===== config.mk =====
export PLATFORM = sky130hd
export DESIGN_NAME = reg_mux2
export DESIGN_NICKNAME = d
export VERILOG_FILES = /design/src/rtl/mux_pkg.sv /design/src/rtl/mux_stage.sv /design/src/rtl/reg_mux2.sv
export SDC_FILE = /design/constraint.sdc
export NUM_CORES = 1
export LEC_CHECK = 0
export CAP_MARGIN = 15
export CELL_PAD_IN_SITES_DETAIL_PLACEMENT = 0
export CELL_PAD_IN_SITES_GLOBAL_PLACEMENT = 2
export CORE_MARGIN = 3
export CORE_UTILIZATION = 19
export CTS_CLUSTER_DIAMETER = 30
export DETAILED_ROUTE_END_ITERATION = 7
export PLACE_DENSITY_LB_ADDON = 0.1
export SYNTH_ARGS = -nofsm -noshare
export SYNTH_HDL_FRONTEND = slang
export SYNTH_SLANG_ARGS = --single-unit
export TNS_END_PERCENT = 30

===== constraint.sdc =====
create_clock -name clk -period 1.1 [get_ports clk]
set_input_delay 0.11 -clock clk [delete_from_list [all_inputs] [get_ports clk]]
set_output_delay 0.11 -clock clk [all_outputs]
set_load 0.005 [all_outputs]

===== src/rtl/mux_pkg.sv =====
// Shared constants for the registered operand multiplexer: default width,
// legal parameter limits and the select encodings.
package mux_pkg;
  localparam int MUX_DEFAULT_WIDTH = 8;
  localparam int MUX_MAX_WIDTH     = 64;
  localparam int MUX_MAX_STAGES    = 4;

  localparam logic SEL_A = 1'b0;
  localparam logic SEL_B = 1'b1;
endpackage


===== src/rtl/mux_stage.sv =====
// One pipeline register of the operand multiplexer: WIDTH bits,
// loads every edge, cleared asynchronously by an active-high reset.
module mux_stage
  import mux_pkg::*;
#(
  parameter int WIDTH = MUX_DEFAULT_WIDTH
) (
  input  logic             clk_i,
  input  logic             rst_i,
  input  logic [WIDTH-1:0] d_i,
  output logic [WIDTH-1:0] q_o
);

  logic [WIDTH-1:0] q_q;

  always_ff @(posedge clk_i or posedge rst_i) begin
    if (rst_i) begin
      q_q <= '0;
    end else begin
      q_q <= d_i;
    end
  end

  assign q_o = q_q;

endmodule


===== src/rtl/reg_mux2.sv =====
// Registered 2-to-1 operand select: combinational pick of A or B, then a
// chain of STAGES clear-on-reset registers; Result comes straight off the last one.
module reg_mux2
  import mux_pkg::*;
#(
  parameter int WIDTH  = MUX_DEFAULT_WIDTH,
  parameter int STAGES = 1
) (
  input  logic             clk,
  input  logic             reset,
  input  logic [WIDTH-1:0] A,
  input  logic [WIDTH-1:0] B,
  input  logic             Sel,
  output logic [WIDTH-1:0] Result
);

  if (WIDTH < 1 || WIDTH > MUX_MAX_WIDTH) begin : g_bad_width
    $error("reg_mux2: WIDTH=%0d outside 1..%0d", WIDTH, MUX_MAX_WIDTH);
  end
  if (STAGES < 1 || STAGES > MUX_MAX_STAGES) begin : g_bad_stages
    $error("reg_mux2: STAGES=%0d outside 1..%0d", STAGES, MUX_MAX_STAGES);
  end

  logic [WIDTH-1:0] mux_d;

  always_comb begin
    mux_d = A;
    case (Sel)
      SEL_A:   mux_d = A;
      SEL_B:   mux_d = B;
      default: mux_d = A;
    endcase
  end

  // chain[0] is the combinational select; chain[k] is the output of stage k.
  logic [WIDTH-1:0] chain [STAGES+1];

  assign chain[0] = mux_d;

  for (genvar k = 0; k < STAGES; k++) begin : g_stage
    mux_stage #(
      .WIDTH(WIDTH)
    ) u_stage (
      .clk_i(clk),
      .rst_i(reset),
      .d_i  (chain[k]),
      .q_o  (chain[k+1])
    );
  end

  assign Result = chain[STAGES];

endmodule


==> Word level (Yosys, flattened, before mapping) <==
Cells that the tools add are included.
{ "word_totals": {"wordCells": 3, "reg_bits": 8, "input_bits": 19} }
{ "classes": {"bitwise_logic": 1, "muxes": 1} }
{ "op_table": {"columns": ["cell", "n"], "rows": [
  ["case mux 8 bit (2 select lines)", 1],
  ["inverter 1 bit", 1]
]} }

==> Logic depth before layout (Yosys ltp) <==
{ "logic_depth": {"depth_word": 2, "depth_mapped": 2, "ltp_nobuf": 1} }

==> Cells and area by module <==
A second synthesis with hierarchy kept.
{ "unflattened": {"cells_unflattened": 18, "area_unflattened_um2": 335.3} }
{ "by_module_without_submodules": {"columns": ["module", "area_each_um2", "cells_each", "n_inst"], "rows": [
  ["mux_stage", 203.9, 9, 1],
  ["reg_mux2", 131.4, 9, 1]
]} }

==> Worst setup path before layout <==
Ideal clock, no wire load.
{ "synth_path": {"path_kind": "in2reg", "from": "in Sel", "to": "reg g_stage[0].u_stage.q_q[0]", "path_buffers": 1, "setup_time_ps": 125, "path_stages": 2, "slack_ps": 448, "required_time_ps": 975, "arrival_ps": 527, "cell_sequence": "buf_6 -> mux2_4"} }
{ "synth_via": {"elab_chain_len": 2} }
{ "synth_lines": {"columns": ["item", "line_no", "text"], "rows": [
  ["from (decl)", "reg_mux2.sv:13", "input logic Sel,"],
  ["inverter 1 bit", "reg_mux2.sv:28", "case (Sel)"],
  ["case mux 8 bit (2 select lines) *", "reg_mux2.sv:28", null],
  ["named net g_stage[0].u_stage.d_i[0]", "mux_stage.sv:10", "input logic [WIDTH-1:0] d_i,"],
  ["to (signal assigned)", "mux_stage.sv:20", "q_q <= d_i;"],
  ["to (decl)", "mux_stage.sv:14", "logic [WIDTH-1:0] q_q;"]
]} }
Mark *: on every way through the listed nets, which the timed path passes. The rest lies on a longest branch.

==> Worst setup path in the final report <==
{ "layout_path": {"from": "reg g_stage[0].u_stage.q_q[0]", "to": "out Result[0]"} }
{ "layout_rtl": {"columns": ["item", "line_no", "text"], "rows": [
  ["to (decl)", "reg_mux2.sv:14", "output logic [WIDTH-1:0] Result"]
]} }
No word-level cell between the ends.

==> flow_summary.toml <==
[outcome]
status = "finished, final reports clean"

[clock_tree]
cts_made_buffers = 3
cts_hold_buffers = 0
cts_sinks = 8
cts_tree = "yes"
root_buffer = "clkbuf_4"
cts_resized = 8
htree_levels = 1
clock_path_buffers = 2
clk_pin_slew_ns = 0.05
post_cts_buffers = 0

[yosys]
synth_xor_area_share_pct = 0
synth_area_leader_cell = "dfrtp_1"
synthSimpleGateAreaFrac_pct = 0
synth_fa_ha_area_share_pct = 0
synth_top_area_share_pct = 59.7
yosysSeqAreaShare_pct = 59.7
synth_compound_area_share_pct = 0
ys_warn_count = 0
synth.top_cells.by_area = "dfrtp_1, mux2_4, buf_6"
syn_area_um2 = 335
muxShareOfSynthArea_pct = 35.8
synth_top_family_by_area = "multiplexers"
synth.distinct_cells = 4
postSynthNetCount = 37
syn_area_per_cell_um2 = 18.6
ys_ff_latch = 8
synthCells = 18

[grt]
use_met2_pct = 15.0
grt_max_degree = 9
grt_busiest_layer = "met2"
grt_overflow = 0
first_global_vias = 281
met1_usage_pct = 4.72
antenna_found_initial = 0
grt_pass1_wl_um = 1100
met3_usage_pct = 5.64
grt_usage_pct = 7.52

[placement]
port_buffers = 26
dpl.cell_count = 61
dp_slack_ns = -0.0943
gp_congestion = 0.607

[floorplanning]
die_y_um = 48.0
core_area_mm2 = 0.00158
dieArea_mm2 = 0.00230
die_w_um = 48.0
start_util_pct = 21.3
num_io_pins = 27
rows = 14

[critical_path]
cp_slowest_cell = "dfrtp_1"
startpoint_type = "flop"
critPathMaxStageDelay_ns = 0.35
end_kind = "output port"
path_class = "flop to output port"
critPathTopFamily = "flip-flops"
worst_ep_required_time_ns = 0.99
worst-path-buf-inv = 1
cp.arrival_ns = 0.86
worstPathMaxFanout = 1
crit_chain = "dlygate4sd2_1"

[final_layout]
drive_gt1_share_pct = 27.1
n_antenna_cell = 0
num-fill-cells = 171
largest_reg_flops = 8
fin_util_pct = 40.1
nets = 69
areaGrowthSynthToFinish_pct = 88.4
stdcell_count = 64

[min_path]
min_path_type = "input pin to async pin"

[timing]
maxSlewViolCount = 0
setup_viol = 0
fin_crit_ns = 0.967
rsz0062_at_grt = "false"
relSlewSlack_pct = 79.6
final_hold_viol_count = 0
max_clock_freq_mhz = 1030
tightest_slew_ns = 0.305
fin_crit_sh_pct = 87.9
finalWorstSetupSlack_ns = 0.133

[run]
cap_violations = 0

[power_and_ir_drop]
power.total_mw = 0.684
cellPowerDensity_mw_per_mm2 = 1080
leakagePower_nw = 0.300
vdd_ir_drop_max_v = 0.000579

[routing]
drc_errors = 0
ant_nets = 0
vias = 260
drtIter0Drc = 0
totalWireLength_um = 756
wl_per_cell_um = 11.8
via_per_inst = 4.06
dr.pass1.iters = 1
[path summary, 6_finish.rpt]
check                                               startpoint  cells after the start                                  end  slack [ns]
max in group asynchronous                                reset                      2  g_stage[0].u_stage.q_o[6]$_DFF_PP0_        0.75
min in group clk                                          B[5]                      2  g_stage[0].u_stage.q_o[5]$_DFF_PP0_        0.47
worst min-delay path                                     reset                      2  g_stage[0].u_stage.q_o[4]$_DFF_PP0_        0.11
worst max-delay path       g_stage[0].u_stage.q_o[0]$_DFF_PP0_                      1                            Result[0]        0.13
[cells in the final DEF (no fill, tap or decap)]
cell type,count
mux2_4,8
clkbuf_4,3
dlygate4sd2_1,8
inv_1,1
buf_4,2
clkdlybuf4s50_1,18
dfrtp_1,8
[stage by stage]
| step | hold slack [ns] | TNS (ns) | cell area (µm²) |
|---|---|---|---|
| 6_report | 0.112 | 0 | 632 |
| 3_5_place_dp | 0.375 | -0.684 | 619 |
| 2_1_floorplan | -0.0743 | 0 | 335 |
| 4_1_cts | 0.111 | 0 | 632 |
| 5_1_grt | 0.130 | 0 | 632 |
| 3_3_place_gp | 0.375 | -0.495 | 619 |
[synth_stat cells (all sizes together)]
| cell type | count |
|---|---|
| dfrtp | 8 |
| mux2 | 8 |
| inv | 1 |
| buf | 1 |
[where the power goes]
| part | switching (mW) | internal [mW] | leakage, nW | total, mW |
|---|---|---|---|---|
| clock | 0.0846 | 0.124 | 0.0138 | 0.208 |
| combinational | 0.0398 | 0.115 | 0.193 | 0.155 |
| sequential | 0.00397 | 0.317 | 0.0932 | 0.321 |
[area by class of cell]
type,instances,area [µm²],area share (%)
timing repair buffer,28,265,42.0
clock buffer,3,22.5,3.56
sequential,8,200,31.7
tap,16,20.0,3.17
inverter,1,3.75,0.594
multi-input combinational,8,120,19.0
[cells by family (layout without fill, tap and decap cells)]
group / after synthesis / after routing
DFF: 8 / 8
buffers and inverters: 2 / 32
muxes: 8 / 8
[metal layers]
metal  wire, µm  part of all wire (%)
met1        235                    31
met2        439                    58
met3         82                    11
met4          0                     0
met5          0                     0
No activity file was read; power rests on OpenSTA's default activity.
==> RTL edit 1: new RTL, config.mk and constraints unchanged <==
`STAGES`: 1 -> 2.
--- a/src/rtl/reg_mux2.sv
+++ b/src/rtl/reg_mux2.sv
@@ -5,5 +5,5 @@
 #(
   parameter int WIDTH  = MUX_DEFAULT_WIDTH,
-  parameter int STAGES = 1
+  parameter int STAGES = 2
 ) (
   input  logic             clk,
Function: changed (Yosys sat finds a counterexample within 4 cycles, from zero or initial values and one cycle with reset high).
==> RTL edit 1 against the original RTL <==
  * Count of clock-buffer cells in the layout did not move
  * Synthesized area rose by 78%
  * Highest routed layer is now met4
  * Worst setup slack got worse by 0.035 ns
  * Total power rose by 56%
  * Critical endpoint is now Result[2]
  * Sequential cell count rose by 8
  * Routed wire length rose by 12%
  * Design area rose by 38%
  * Largest cell class is now sequential cells
==> RTL edit 1: results (changes against the original RTL) <==
[status]
status = complete, no violations

[logic_synthesis]
async_reset_ff_share_pct = 100  ; unchanged
synthTopCellsByArea = dfrtp_1 67%, mux2_4 20%, buf_4 10%
synth_cell_types = 5  ; +1
ys_top_cells_by_count = 16 x dfrtp_1, 8 x buf_4, 8 x mux2_4
ys_seq_area_share_pct = 67.2  ; +7.5 points
synth_nets = 53  ; +43%
synth_cells = 34  ; +16

[placement]
routabilityCongestion = 0.663  ; +9.3%
dp_cells = 96  ; +57%
placed_area_sq_um = 860  ; +39%
post-place-ws_ns = -0.0907  ; +0.00351 ns

[detailed_routing]
wl_met2_um = 287  ; -35%
top_layer = met4
route.met3.wl_um = 172  ; +110%
wl_um = 848  ; +12%
wl_met1_um = 361  ; +54%
vias = 298  ; +15%

[pwr]
seqPwrFrac_pct = 60.0  ; +13 points
comb_power_uw = 161  ; +4%
p_sw_uw = 195  ; +52%
leakagePower_nw = 0.398  ; +33%
seq_power_uw = 642  ; +100%
ir_drop_mv = 0.279  ; -52%

[critical_path]
max_stage_delay_ns = 0.37  ; +0.02 ns
critPathLaunch = g_stage[1].u_stage.q_o[2]
crit_path_end = Result[2]
rr_worst_depth = 0
crit_fanout = 1  ; unchanged

[timing]
timing.slew.headroom_pct = 87.4  ; +7.7 points
setup_ws_ns = 0.0976  ; -0.0354 ns
clock_skew_ns = 0.000352
hold_ws_ns = 0.144  ; +0.0319 ns

[cells_and_area]
n_all_buffers = 29  ; +3.6%
final-seq-area_sq_um = 400  ; +100%
multi_input_area_sq_um = 120  ; unchanged
nonClkBufAreaFrac_pct = 31.3  ; -11 points
clk_share_pct = 2.58  ; -0.98 points
final.fill_count = 292  ; +71%
seq_cells = 16  ; +8
final_layout_size_suffix_gt1_share_pct = 24.6  ; -2.5 points
largest_reg_flops = 16  ; +8
sh_seq_area_pct = 45.9  ; +14 points
instances_no_fill = 99  ; +55%
nNetsFinal = 78  ; +13%

[global_route]
use_met2_pct = 6.66  ; -8.4 points
grt_pass1_wl_um = 1400  ; +28%
grt_max_degree = 17  ; +8
grt_pass1_vias = 333  ; +19%
grt_usage_pct = 5.04  ; -2.5 points
grtUsageMet3_pct = 2.07  ; -3.6 points
use_met1_pct = 6.15  ; +1.4 points

[clocking]
cts_setup_buffers = 0  ; unchanged
clk_pin_slew_ns = 0.08  ; +0.03 ns

[RTL edit 1: changes by cell type after synthesis]
cell,before,now
buf_4,0,8
dfrtp_1,8,16
[RTL edit 1: cell families (layout without fill, tap and decap cells)]
family / count (synthesis) / count (layout) / share of synthesized area (%)
buffers and inverters: 10 / 33 / 12.6
multiplexers: 8 / 8 / 20.2
flip-flops: 16 / 16 / 67.2
[RTL edit 1: how the worst min path moves through the flow]
| stage | end | cells after the start |
|---|---|---|
| finish | g_stage[1].u_stage.q_o[2] | 3 |
| global route | g_stage[1].u_stage.q_o[2] | 3 |
| CTS | g_stage[1].u_stage.q_o[2] | 3 |
| detailed placement | g_stage[1].u_stage.q_o[0] | 0 |
| global placement | g_stage[1].u_stage.q_o[0] | 0 |
| floorplan | g_stage[0].u_stage.q_o[0] | 1 |
[RTL edit 1: timing repair]
action | in CTS | in global routing
hold endpoints to repair | 0 | 0
resized for setup | 8 | 0
setup endpoints to repair | 8 | 0
==> RTL edit 2: new RTL, config.mk and constraints unchanged <==
Without the edit above. Add an input register stage for `A`, `B` and `Sel`; this delays them by one clock. Comments in the files are not updated.
--- a/src/rtl/reg_mux2.sv
+++ b/src/rtl/reg_mux2.sv
@@ -15,4 +15,14 @@
 );
 
+  logic [WIDTH-1:0] A_q;
+  logic [WIDTH-1:0] B_q;
+  logic Sel_q;
+
+  always_ff @(posedge clk) begin
+    A_q   <= A;
+    B_q   <= B;
+    Sel_q <= Sel;
+  end
+
   if (WIDTH < 1 || WIDTH > MUX_MAX_WIDTH) begin : g_bad_width
     $error("reg_mux2: WIDTH=%0d outside 1..%0d", WIDTH, MUX_MAX_WIDTH);
@@ -25,9 +35,9 @@
 
   always_comb begin
-    mux_d = A;
-    case (Sel)
-      SEL_A:   mux_d = A;
-      SEL_B:   mux_d = B;
-      default: mux_d = A;
+    mux_d = A_q;
+    case (Sel_q)
+      SEL_A:   mux_d = A_q;
+      SEL_B:   mux_d = B_q;
+      default: mux_d = A_q;
     endcase
   end
Behaviour: not the same (a bounded check fails within 4 cycles, from zero or initial values and one cycle with reset high).
==> RTL edit 2 against the original RTL <==
  * Sequential cell count rose by 17
  * First-iteration DRC count did not move
  * Routed wire length rose by 34%
  * Total power rose by 130%
  * Design area rose by 63%
  * Sequential power rose to 3.0 times the old value
  * Worst setup slack got worse by 0.043 ns
  * Largest power group unchanged
  * Count of clock-buffer cells in the layout did not move
  * Synthesized area rose by 100%
  * Die area rose by 87%
  * Maximum frequency fell by 4.3%
==> RTL edit 2: results (changes against the original RTL) <==
[global_route]
grt_usage_pct = 5.24  ; -2.3 points
grt_max_degree = 16  ; +7

[critical_path]
reg2reg_from = Sel_q
critPathLaunch = g_stage[0].u_stage.q_o[1]
max_stage_delay_ns = 0.39  ; +0.04 ns
crit_path_end = Result[1]
crit_arrival_ns = 0.90  ; +0.04 ns

[pwr]
pwr-share-clk_pct = 26.5  ; -4.0 points
p_sw_uw = 322  ; +150%
p_per_area_nw_per_um2 = 1500  ; +39%
combPwrFrac_pct = 10.1  ; -13 points
leakagePower_nw = 0.438  ; +46%
ir_drop_mv = 0.700  ; +21%

[clocking]
htree_num_levels = 1  ; unchanged
cts-resized-gates = 8  ; unchanged
insertion_delay_ns = 0.32

[logic_synthesis]
ys_seq_area_share_pct = 80.0  ; +20 points
ys_top_cells_by_count = 17 x dfxtp_1, 8 x dfrtp_1, 8 x mux2_4
synth_nets = 54  ; +46%
synthTopCellsByArea = dfxtp_1 50%, dfrtp_1 30%, mux2_4 18%
synth_cells = 35  ; +17

[placement]
placed_area_sq_um = 997  ; +61%
dp_cells = 108  ; +77%
routabilityCongestion = 0.576  ; -5.1%
post-place-ws_ns = 0.176  ; +0.270 ns

[timing]
timing.slew.headroom_pct = 77.4  ; -2.2 points
hold_ws_ns = 0.0351  ; -0.0772 ns

[cells_and_area]
nNetsFinal = 86  ; +25%
final_layout_size_suffix_gt1_share_pct = 21.2  ; -5.9 points
instances_no_fill = 112  ; +75%
final.fill_count = 353  ; +110%

[status]
status = complete, no violations

[worst_hold_path]
hp-class = in -> async

[detailed_routing]
vias = 364  ; +40%
wire_per_inst_um = 9.06  ; -23%

==> RTL edit 2: changes by cell type after synthesis <==
cell and change:
dfxtp_1 +17
==> RTL edit 2: metal layers <==
layer / up-vias / track usage, % / part of all wire, %
met3: 2 / 3.08 / 8.6
li1: 174 / - / -
met1: 172 / 4.97 / 38
met4: 0 / 2.33 / 0.79
met5: - / 0 / 0
met2: 16 / 9.01 / 52
==> RTL edit 2: cells by family after synthesis <==
| group | Yosys count | share of synthesized area [%] |
|---|---|---|
| buf+inv | 2 | 2.22 |
| mux | 8 | 17.8 |
| flops | 25 | 80.0 |
==> RTL edit 2: cell type report <==
| type | instances | area [sq um] | area share (%) |
|---|---|---|---|
| repair buffers | 28 | 275 | 26.8 |
| clock inverters | 1 | 7.51 | 0.731 |
| inverters | 1 | 3.75 | 0.365 |
| multi-input cells | 8 | 120 | 11.7 |
| clock buffers | 3 | 22.5 | 2.19 |
| flip-flops and latches | 25 | 541 | 52.6 |
| well taps | 46 | 57.6 | 5.60 |
